===== src/rtl/chacha_bus_sequencer.sv =====
// Bus initiator for the chacha20_poly1305 register block: loads key, nonce and data,
// pulses init/next/done through the control register, then polls status until set or timeout.
module chacha_bus_sequencer #(
  parameter int          INIT_GAP    = 20,
  parameter int          NEXT_GAP    = 50,
  parameter int          POLL_MAX    = 64,
  parameter logic [31:0] STATUS_MASK = 32'h1
) (
  input  logic         clk,
  input  logic         reset,
  input  logic         start,
  input  logic [255:0] key,
  input  logic [95:0]  nonce,
  input  logic [4:0]   num_words,
  input  logic         data_valid,
  input  logic [31:0]  data_word,
  output logic         data_ready,
  output logic         busy,
  output logic         done,
  output logic         error,
  output logic [31:0]  status,
  output logic         cs,
  output logic         we,
  output logic [7:0]   address,
  output logic [31:0]  write_data,
  input  logic [31:0]  read_data
);
  localparam int GAP_MAX = (INIT_GAP > NEXT_GAP) ? INIT_GAP : NEXT_GAP;
  localparam int GW      = $clog2(GAP_MAX + 1);
  localparam int PW      = $clog2(POLL_MAX + 1);
  localparam logic [GW-1:0] G1_LAST = GW'(INIT_GAP - 1);
  localparam logic [GW-1:0] G2_LAST = GW'(NEXT_GAP - 1);
  localparam logic [PW-1:0] P_LAST  = PW'(POLL_MAX - 1);

  typedef enum logic [3:0] {
    S_IDLE, S_KEY, S_NONCE, S_DATA, S_INIT, S_GAP1, S_NEXT, S_GAP2, S_DONE_WR, S_POLL, S_FIN
  } state_t;

  state_t         state, state_nx;
  logic [255:0]   key_q, key_nx;
  logic [95:0]    nonce_q, nonce_nx;
  logic [4:0]     n_q, n_nx, idx_q, idx_nx;
  logic [GW-1:0]  gcnt, gcnt_nx;
  logic [PW-1:0]  pcnt, pcnt_nx;
  logic           cs_nx, we_nx, busy_nx, done_nx, error_nx;
  logic [7:0]     address_nx;
  logic [31:0]    write_data_nx, status_nx;

  always_ff @(posedge clk) begin
    key_q   <= key_nx;
    nonce_q <= nonce_nx;
    if (reset) begin
      state      <= S_IDLE;
      n_q        <= '0;
      idx_q      <= '0;
      gcnt       <= '0;
      pcnt       <= '0;
      cs         <= 1'b0;
      we         <= 1'b0;
      address    <= '0;
      write_data <= '0;
      busy       <= 1'b0;
      done       <= 1'b0;
      error      <= 1'b0;
      status     <= '0;
    end else begin
      state      <= state_nx;
      n_q        <= n_nx;
      idx_q      <= idx_nx;
      gcnt       <= gcnt_nx;
      pcnt       <= pcnt_nx;
      cs         <= cs_nx;
      we         <= we_nx;
      address    <= address_nx;
      write_data <= write_data_nx;
      busy       <= busy_nx;
      done       <= done_nx;
      error      <= error_nx;
      status     <= status_nx;
    end
  end

  // Every state issues at most one transaction and only from a cs=0 cycle,
  // so each bus cycle is always followed by at least one idle cycle.
  always_comb begin
    state_nx      = state;
    key_nx        = key_q;
    nonce_nx      = nonce_q;
    n_nx          = n_q;
    idx_nx        = idx_q;
    gcnt_nx       = gcnt;
    pcnt_nx       = pcnt;
    cs_nx         = 1'b0;
    we_nx         = 1'b0;
    address_nx    = address;
    write_data_nx = write_data;
    busy_nx       = busy;
    done_nx       = 1'b0;
    error_nx      = 1'b0;
    status_nx     = status;
    data_ready    = 1'b0;
    case (state)
      S_IDLE: if (start && !busy) begin
        key_nx    = key;
        nonce_nx  = nonce;
        n_nx      = (num_words > 5'd16) ? 5'd16 : num_words;
        idx_nx    = '0;
        busy_nx   = 1'b1;
        status_nx = '0;
        state_nx  = S_KEY;
      end
      S_KEY: if (!cs) begin
        cs_nx         = 1'b1;
        we_nx         = 1'b1;
        address_nx    = 8'h10 + {5'd0, idx_q[2:0]};
        write_data_nx = key_q[255:224];
        key_nx        = {key_q[223:0], 32'h0};
        if (idx_q == 5'd7) begin
          idx_nx   = '0;
          state_nx = S_NONCE;
        end else begin
          idx_nx = idx_q + 5'd1;
        end
      end
      S_NONCE: if (!cs) begin
        cs_nx         = 1'b1;
        we_nx         = 1'b1;
        address_nx    = 8'h20 + {6'd0, idx_q[1:0]};
        write_data_nx = nonce_q[95:64];
        nonce_nx      = {nonce_q[63:0], 32'h0};
        if (idx_q == 5'd2) begin
          idx_nx   = '0;
          state_nx = (n_q == 5'd0) ? S_INIT : S_DATA;
        end else begin
          idx_nx = idx_q + 5'd1;
        end
      end
      S_DATA: if (!cs) begin
        if (idx_q < n_q) begin
          data_ready = 1'b1;
          if (data_valid) begin
            cs_nx         = 1'b1;
            we_nx         = 1'b1;
            address_nx    = 8'h30 + {3'd0, idx_q};
            write_data_nx = data_word;
            idx_nx        = idx_q + 5'd1;
          end
        end else begin
          state_nx = S_INIT;
        end
      end
      S_INIT: if (!cs) begin
        cs_nx         = 1'b1;
        we_nx         = 1'b1;
        address_nx    = 8'h08;
        write_data_nx = 32'h1;
        gcnt_nx       = '0;
        state_nx      = S_GAP1;
      end
      S_GAP1: if (!cs) begin
        if (gcnt >= G1_LAST) begin
          cs_nx         = 1'b1;
          we_nx         = 1'b1;
          address_nx    = 8'h08;
          write_data_nx = 32'h2;
          state_nx      = S_NEXT;
        end else begin
          gcnt_nx = gcnt + 1'b1;
        end
      end
      S_NEXT: begin
        gcnt_nx  = '0;
        state_nx = S_GAP2;
      end
      S_GAP2: if (!cs) begin
        if (gcnt >= G2_LAST) begin
          cs_nx         = 1'b1;
          we_nx         = 1'b1;
          address_nx    = 8'h08;
          write_data_nx = 32'h4;
          state_nx      = S_DONE_WR;
        end else begin
          gcnt_nx = gcnt + 1'b1;
        end
      end
      S_DONE_WR: begin
        pcnt_nx  = '0;
        state_nx = S_POLL;
      end
      S_POLL: begin
        if (!cs) begin
          cs_nx      = 1'b1;
          address_nx = 8'h09;
        end else if ((read_data & STATUS_MASK) != 32'h0) begin
          status_nx = read_data;
          busy_nx   = 1'b0;
          done_nx   = 1'b1;
          state_nx  = S_FIN;
        end else if (pcnt >= P_LAST) begin
          status_nx = read_data;
          busy_nx   = 1'b0;
          done_nx   = 1'b1;
          error_nx  = 1'b1;
          state_nx  = S_FIN;
        end else begin
          pcnt_nx = pcnt + 1'b1;
        end
      end
      S_FIN:   state_nx = S_IDLE;
      default: state_nx = S_IDLE;
    endcase
  end
endmodule

===== config.mk =====
export PLATFORM = sky130hd
export DESIGN_NAME = chacha_bus_sequencer
export DESIGN_NICKNAME = d
export VERILOG_FILES = /design/src/rtl/chacha_bus_sequencer.sv
export SDC_FILE = /design/constraint.sdc
export NUM_CORES = 1
export LEC_CHECK = 0
export ABC_AREA = 1
export ABC_CLOCK_PERIOD_IN_PS = 26400
export CAP_MARGIN = 20
export CORE_MARGIN = 4
export CORE_UTILIZATION = 25
export DETAILED_ROUTE_END_ITERATION = 8
export PLACE_DENSITY = 0.52
export SYNTH_ARGS = -nofsm -noshare
export SYNTH_HDL_FRONTEND = slang
export SYNTH_SLANG_ARGS = --single-unit
export TNS_END_PERCENT = 20

===== constraint.sdc =====
create_clock -name clk -period 26.4 [get_ports clk]
set_clock_uncertainty 0.05 [all_clocks]
set_input_delay 2.64 -clock clk [delete_from_list [all_inputs] [get_ports clk]]
set_output_delay 2.64 -clock clk [all_outputs]
set_load 0.05 [all_outputs]

; Yosys cells after proc, flatten, opt, wreduce, memory -nomap -nowiden
; Cells that the tools add are included.
[word_totals]
mem_bits_rw = 0
latchBits = 0
input_bits = 425
wordCells = 177
memories = 0
output_inout_bits = 78
rom_bits = 0
reg_bits = 456
[classes]
magnitude_cmp = 5
eq_ne = 32
div_mod_pow = 0
bitwise_logic = 2
shifts = 0
reduce_logical = 26
mux = 91
multipliers = 0
addsub = 6
[op_table]
columns = operator, count
row1 = $mux 256, 2
row2 = $pmux 256 s2, 1
row3 = $mux 32, 14
row4 = $mux 96, 2
row5 = $pmux 32 s6, 1
row6 = $pmux 96 s2, 1
row7 = $mux 8, 11
row8 = $pmux 32 s2, 1
row9 = $mux 4, 15
row10 = $pmux 8 s7, 1
row11 = $mux 5, 9
row12 = $ne 2x2->1 const B, 20
row13 = $pmux 4 s10, 1
row14 = $mux 6, 5
row15 = $pmux 6 s4, 1
row16 = $mux 7, 3
row17 = $pmux 5 s4, 1
row18 = $mux 1, 17
row19 = $eq 4x3->1 const B, 4
row20 = $pmux 7 s2, 1
row21 = $reduce_and 14->1, 1
row22 = $reduce_and 12->1, 1
row23 = $reduce_and 11->1, 1
row24 = $eq 4x2->1 const B, 2
row25 = other kinds (35), 46

; Longest topological paths before layout
; Gate-level depths: netlist of run 1.
[logic_depth]
ltp_word = 5
mapped_depth = 14
depth_no_buf = 14

; Worst setup path after synthesis of run 1
; No wires, ideal clock.
[synth_timing]
path_kind = register to register
startpoint = reg state[0]
endpoint = reg key_q[0], enable pin
stages_incl_launch_ff = 8
slack_ps = 6276
setup_time_ps = 1227
path_buffers = 3
arrival_time_ps = 18847
synth_period_minus_slack_ps = 20124
required_time_ps = 25123
cell_sequence = dfxtp_1 buf_4 inv_4 nor2_1 nand2_1 clkbuf_1 clkbuf_1 o21ai_0
[synth_between]
elab_chain_len = 3
elab_cells_between_ends = 6
cone_classes = eq/ne (3) / reduce/logical (3)
[synth_rtl]
columns = item, line_no
row1 = "start, declared", 39  ; state_t state, state_nx;
row2 = "start signal, assigned", 67  ; state <= state_nx;
row3 = $eq 4x1->1 / $logic_not 4->1 (equally long branches), 102  ; case (state)
row4 = $ne 2x2->1 (no source line) / $reduce_bool 2->1 (equally long branches), -
row5 = $reduce_and 3->1 (no source line) (*), -
row6 = "end signal, assigned", 50  ; key_q <= key_nx;
row7 = "end, declared", 40  ; logic [255:0] key_q, key_nx;
; Mark *: on every way between the ends. The rest lies on a longest branch, timed or not.
; A chain may end at the register's enable or synchronous reset.

; Worst setup path in the final report of run 1
[layout_timing]
startpoint = reg state[0]
endpoint = out data_ready
[layout_between]
elab_chain_len = 2
[layout_rtl]
columns = item, line_no
row1 = $eq 4x2->1, 102
row2 = $mux 1, 102
row3 = "end, declared", 17  ; output logic data_ready,
; Every way passes these cells.

==> results of run 1 <==
## kinds of logic (layout without fill, tap and decap cells)
family                   after synthesis  in the layout  share of synthesized area, %
AO/OA/AOI/OAI                        121            121                          3.17
buffers and inverters                234            736                          4.74
AND/OR/NAND/NOR                     1424           1424                          27.7
XOR/XNOR                               6              6                         0.264
other                                  1              8                        0.0188
adder cells (fa/ha/maj)               10             10                         0.629
flip-flops                           455            455                          63.5
## power by group through the flow
stage | combinational, mW | clock, mW | sequential (mW)
2_1_floorplan | 0.533 | 0 | 1.49
3_3_place_gp | 0.938 | 0 | 1.26
3_5_place_dp | 0.938 | 0 | 1.26
4_1_cts | 0.941 | 0.816 | 1.25
5_1_grt | 1.03 | 0.846 | 1.27
6_report | 0.922 | 0.792 | 1.25
## cell usage in the layout, fill, tap and decap left out, types with 4 or more instances in the layout
cell             instances
ha_1                    10
dfxtp_1                103
clkbuf_1                11
nand3_1                 66
inv_1                  111
clkinv_2                 8
clkinv_1                 5
nand4_1                  4
edfxtp_1               352
nand2_1               1119
nor2_4                   6
bufinv_16               10
inv_2                   11
buf_4                   10
nor3_1                   5
diode_2                  7
o21ai_0                 24
a21oi_1                 84
clkbuf_16               53
xor2_1                   5
nor2_1                 212
clkbuf_8                 4
clkdlybuf4s50_1        501
nor2_2                   4
## worst paths after layout
path | start | end | cells past startpoint
max reg2reg | state[0] | key_q[3] | 6
max | state[0] | data_ready | 6
min | pcnt[6] | pcnt[6] | 2
min reg2reg | pcnt[6] | pcnt[6] | 2
## layer usage
layer / wire [um] / track usage [%]
met5: 300 / 0
met3: 6030 / 6.18
met1: 26500 / 17.6
met2: 31500 / 25.6
met4: 2020 / 4.75
## stage by stage
| stage | worst slack (ps) | std cells | area [um^2] | hold slack (ps) |
|---|---|---|---|---|
| finish | 20480 | 3810 | 27800 | 398 |
| global route | 20260 | 3807 | 27800 | 437 |
| CTS | 20420 | 3803 | 27800 | 400 |
| detailed placement | 20030 | 3704 | 25900 | 392 |
| global placement | 20020 | 3704 | 25900 | 380 |
| floorplan | 6280 | 2251 | 19900 | 369 |
## final cells by class
cell class | instances | area (um^2)
fill | 8091 | 51000
sequential | 455 | 12600
timing repair buffer | 514 | 5150
clock inverter | 31 | 463
multi-input combinational | 1562 | 6370
antenna | 7 | 17.5
inverter | 123 | 464
tap | 1050 | 1310
clock buffer | 68 | 1420
## worst max-delay path, stage by stage, from the launching register on
cell and delay (ps):
dfxtp_1 540, nand2_1 230, nor2_4 140, buf_4 420
nand4_1 260, nor2_1 180, clkdlybuf4s50_1 850
## flip-flops by register name, summed over array words and instances, names as in the netlist, 6 cells and up
signal,count
key_q,256
pcnt,7
gcnt,6
nonce_q,96
status,32
address,7
write_data,32
==> impl_metrics.ini, run 1 <==
[die]
ios = 503
fp.dieH_um = 290
fp.dieArea_um2 = 84200
die_w_um = 290
start_util_pct = 25.2
core_area_um2 = 78900
rows = 103

[drt]
first_pass_iters = 5
postRouteAntennaNets = 0
vias = 15800
drt-total-wl_um = 66300
drt_iter0_markers = 1070
drt-vias-per-instance = 4.14
wl_per_cell_um = 17.4
route.detailed.drc = 0

[sta]
rsz0062_at_grt = false
drv_slew = 0
fmax_mhz = 169
hold_viol_final = 0
max-slew-margin-rel_pct = 11.2
fin_crit_ps = 5920
fin_crit_sh_pct = 22.4
tightest_slew_ps = 1330
fin_tns_setup_ps = 0
setup_viol = 0

[critical_path]
cp.required_ps = 23710
end_kind = primary output
path_max_fanout = 39
r2r_setup_slack_ps = 22580
crit_path_start_kind = register
criticalPathCategory = reg -> out
cp.arrival_ps = 3230

[power]
p_int_mw = 1.91
pwr-share-seq_pct = 42.1
finalPower_mw = 2.96
p_clk_share_pct = 26.8
p_per_area_nw_per_um2 = 106
vdd_drop_max_mv = 0.0929
switching_share_pct = 35.5
power.leakage_nw = 11.6
p_comb_share_pct = 31.1
p_sw_mw = 1.05

[placement]
portBuffers = 501
gp_congestion = 0.875
hpwlAfterDp_um = 47900

[yosys]
synth.top_cell.area_share_pct = 53.1
ys.flop_type = edfxtp_1
yosys-top-cells-area = edfxtp_1, nand2_1, dfxtp_1, nor2_1, a21oi_1
syn_area_um2 = 19900
synth_cell_types = 36
yosysSeqAreaShare_pct = 63.5
yosysWarningCount = 0
synthCells = 2251
avgSynthCellArea_um2 = 8.84
synth_area_leader_cell = edfxtp_1
synthTopCellsByCount = nand2_1, edfxtp_1, nor2_1
ys_ff_latch = 455
syn_nets = 2686
async_flop_share_pct = 0
yosysMostFrequentCell = nand2_1
synth_edf_count = 352

[global_route]
grt_pass1_wl_um = 97100
grt_pass1_vias = 15600
grt_usage_pct = 15.2
grt-ovfl-total = 0
antenna_found_initial = 34
grt_max_degree = 253

[clock_network]
postCtsSetupRepairBufs = 0
clk_pin_slew_ps = 60
clock-sinks = 455
cts_buffers = 53
postCtsHoldBufs = 0
cts_max_path_buffers = 3
htreeDepth = 2
cts-resized-gates = 0
root_buffer = clkbuf_16
cts_tree = done
clkLatencyLatePin_ps = 600

[status]
status = completed

[cells_and_area]
area_delta_synth_final_pct = 39.9
final_net_count = 3144
fin_util_pct = 35.3
layout-drive-gt1-share_pct = 4.65

[run]
max-cap-violations = 0

[worst_hold_path]
hold_class = reg -> reg
Note: power is estimated with default switching activity, not from simulation.
==> run 2, diff against run 1 <==
- ABC_CLOCK_PERIOD_IN_PS: 26400 -> 6160
- clock period: 26.4 -> 6.16 ns (I/O delays scaled with it)
==> impl_metrics.ini, run 2 (synthesized netlist as in run 1, its figures left out) <==
[cells_and_area]
mostFrequentLayoutCells = nand2_1, clkdlybuf4s50_1, edfxtp_1, nor2_1, inv_1
largest_register_ffs = 256
regMostFlops = key_q
layout_commonest_cell = nand2_1
nFillCells = 8162
stdcell_count = 3818
fin_util_pct = 35.3
layout-drive-gt1-share_pct = 4.65
final_net_count = 3145
reg.largest.list = key_q: 256 flops, nonce_q: 96 flops
area_delta_synth_final_pct = 40.0

[placement]
portBuffers = 501
dp.cells = 3703
hpwlAfterDp_um = 48400
gp_congestion = 0.882

[critical_path]
crit_path_start_kind = register
cp_slowest_cell = clkdlybuf4s50_1
r2r_setup_slack_ps = 2960
end_kind = primary output
path_cells = nand2_1, nor2_4, nand4_1, nor2_1, clkdlybuf4s50_1
criticalPathCategory = reg -> out
path_max_fanout = 39
slowest_delay_ps = 870
cp.required_ps = 5490
cp.arrival_ps = 3520

[die]
ios = 503
fp.dieArea_um2 = 84200
fp.dieH_um = 290
core_area_um2 = 78900
rows = 103
die_w_um = 290
start_util_pct = 25.2

[drt]
vias = 15800
drt-vias-per-instance = 4.14
postRouteAntennaNets = 0
drt-total-wl_um = 66500
drt_iter0_markers = 1299
wl_per_cell_um = 17.4
first_pass_iters = 6
route.detailed.drc = 0

[global_route]
antenna_found_initial = 35
grt_usage_pct = 15.2
grt_pass1_vias = 15400
grt_max_degree = 184
grt-ovfl-total = 0
grt_pass1_wl_um = 97000

[sta]
drv_slew = 0
fin_crit_sh_pct = 68.0
fmax_mhz = 239
tightest_slew_ps = 1170
hold_viol_final = 0
fin_tns_setup_ps = 0
rsz0062_at_grt = false
fin_crit_ps = 4190
max-slew-margin-rel_pct = 21.7
setup_viol = 0

[clock_network]
root_buffer = clkbuf_16
postCtsHoldBufs = 0
cts_buffers = 53
htreeDepth = 2
cts-resized-gates = 0
clkLatencyLatePin_ps = 630
clock-sinks = 455
clk_pin_slew_ps = 60
cts_tree = done
cts_max_path_buffers = 3
postCtsSetupRepairBufs = 0

[power]
power.leakage_nw = 11.5
p_per_area_nw_per_um2 = 454
vdd_drop_max_mv = 0.430
finalPower_mw = 12.6

[status]
status = completed

[run]
max-cap-violations = 0

[worst_hold_path]
hold_class = reg -> reg
run 2: through the flow:
| step | hold slack (ps) | setup slack [ps] | cell area [um^2] |
|---|---|---|---|
| 5_1_grt | 408 | 1720 | 27800 |
| 2_1_floorplan | 369 | 233 | 19900 |
| 6_report | 388 | 1970 | 27800 |
| 3_5_place_dp | 380 | 2560 | 25900 |
| 3_3_place_gp | 377 | 2620 | 25900 |
| 4_1_cts | 391 | 1880 | 27800 |
run 2: layout make-up:
type                            instances  area [um^2]  share of cell area [%]
Inverter                              123          464                    1.67
Multi-Input combinational cell       1562         6370                    22.9
Clock inverter                         38          483                    1.73
Antenna cell                           16         40.0                   0.144
Clock buffer                           59         1350                    4.84
Sequential cell                       455        12600                    45.4
Timing Repair Buffer                  515         5190                    18.6
Tap cell                             1050         1310                    4.72
run 2: worst paths after layout:
path | endpoint | from | cells after the start
max reg2reg | nonce_q[51] | state[0] | 6
min | pcnt[6] | pcnt[6] | 2
max | data_ready | state[0] | 5
min reg2reg | pcnt[6] | pcnt[6] | 2
run 2: per-layer routing:
layer	track usage [%]	vias up	wire length, um
li1	-	8106	-
met1	17.7	7050	26700
met2	25.4	487	31500
met3	6.07	133	6050
met4	5.15	40	2010
met5	0	-	249
run 2: power by group:
group	switching, mW	leakage (nW)	internal [mW]	total (mW)
clock	1.33	0.884	1.96	3.30
combinational	2.77	6.46	1.18	3.96
sequential	0.436	4.20	4.96	5.39
run 2: worst max-delay path, delay by kind of cell, from the launching register on:
kind | cells | cell delay, ps
buf+inv | 1 | 870
flops | 1 | 520
simple gates | 4 | 1520
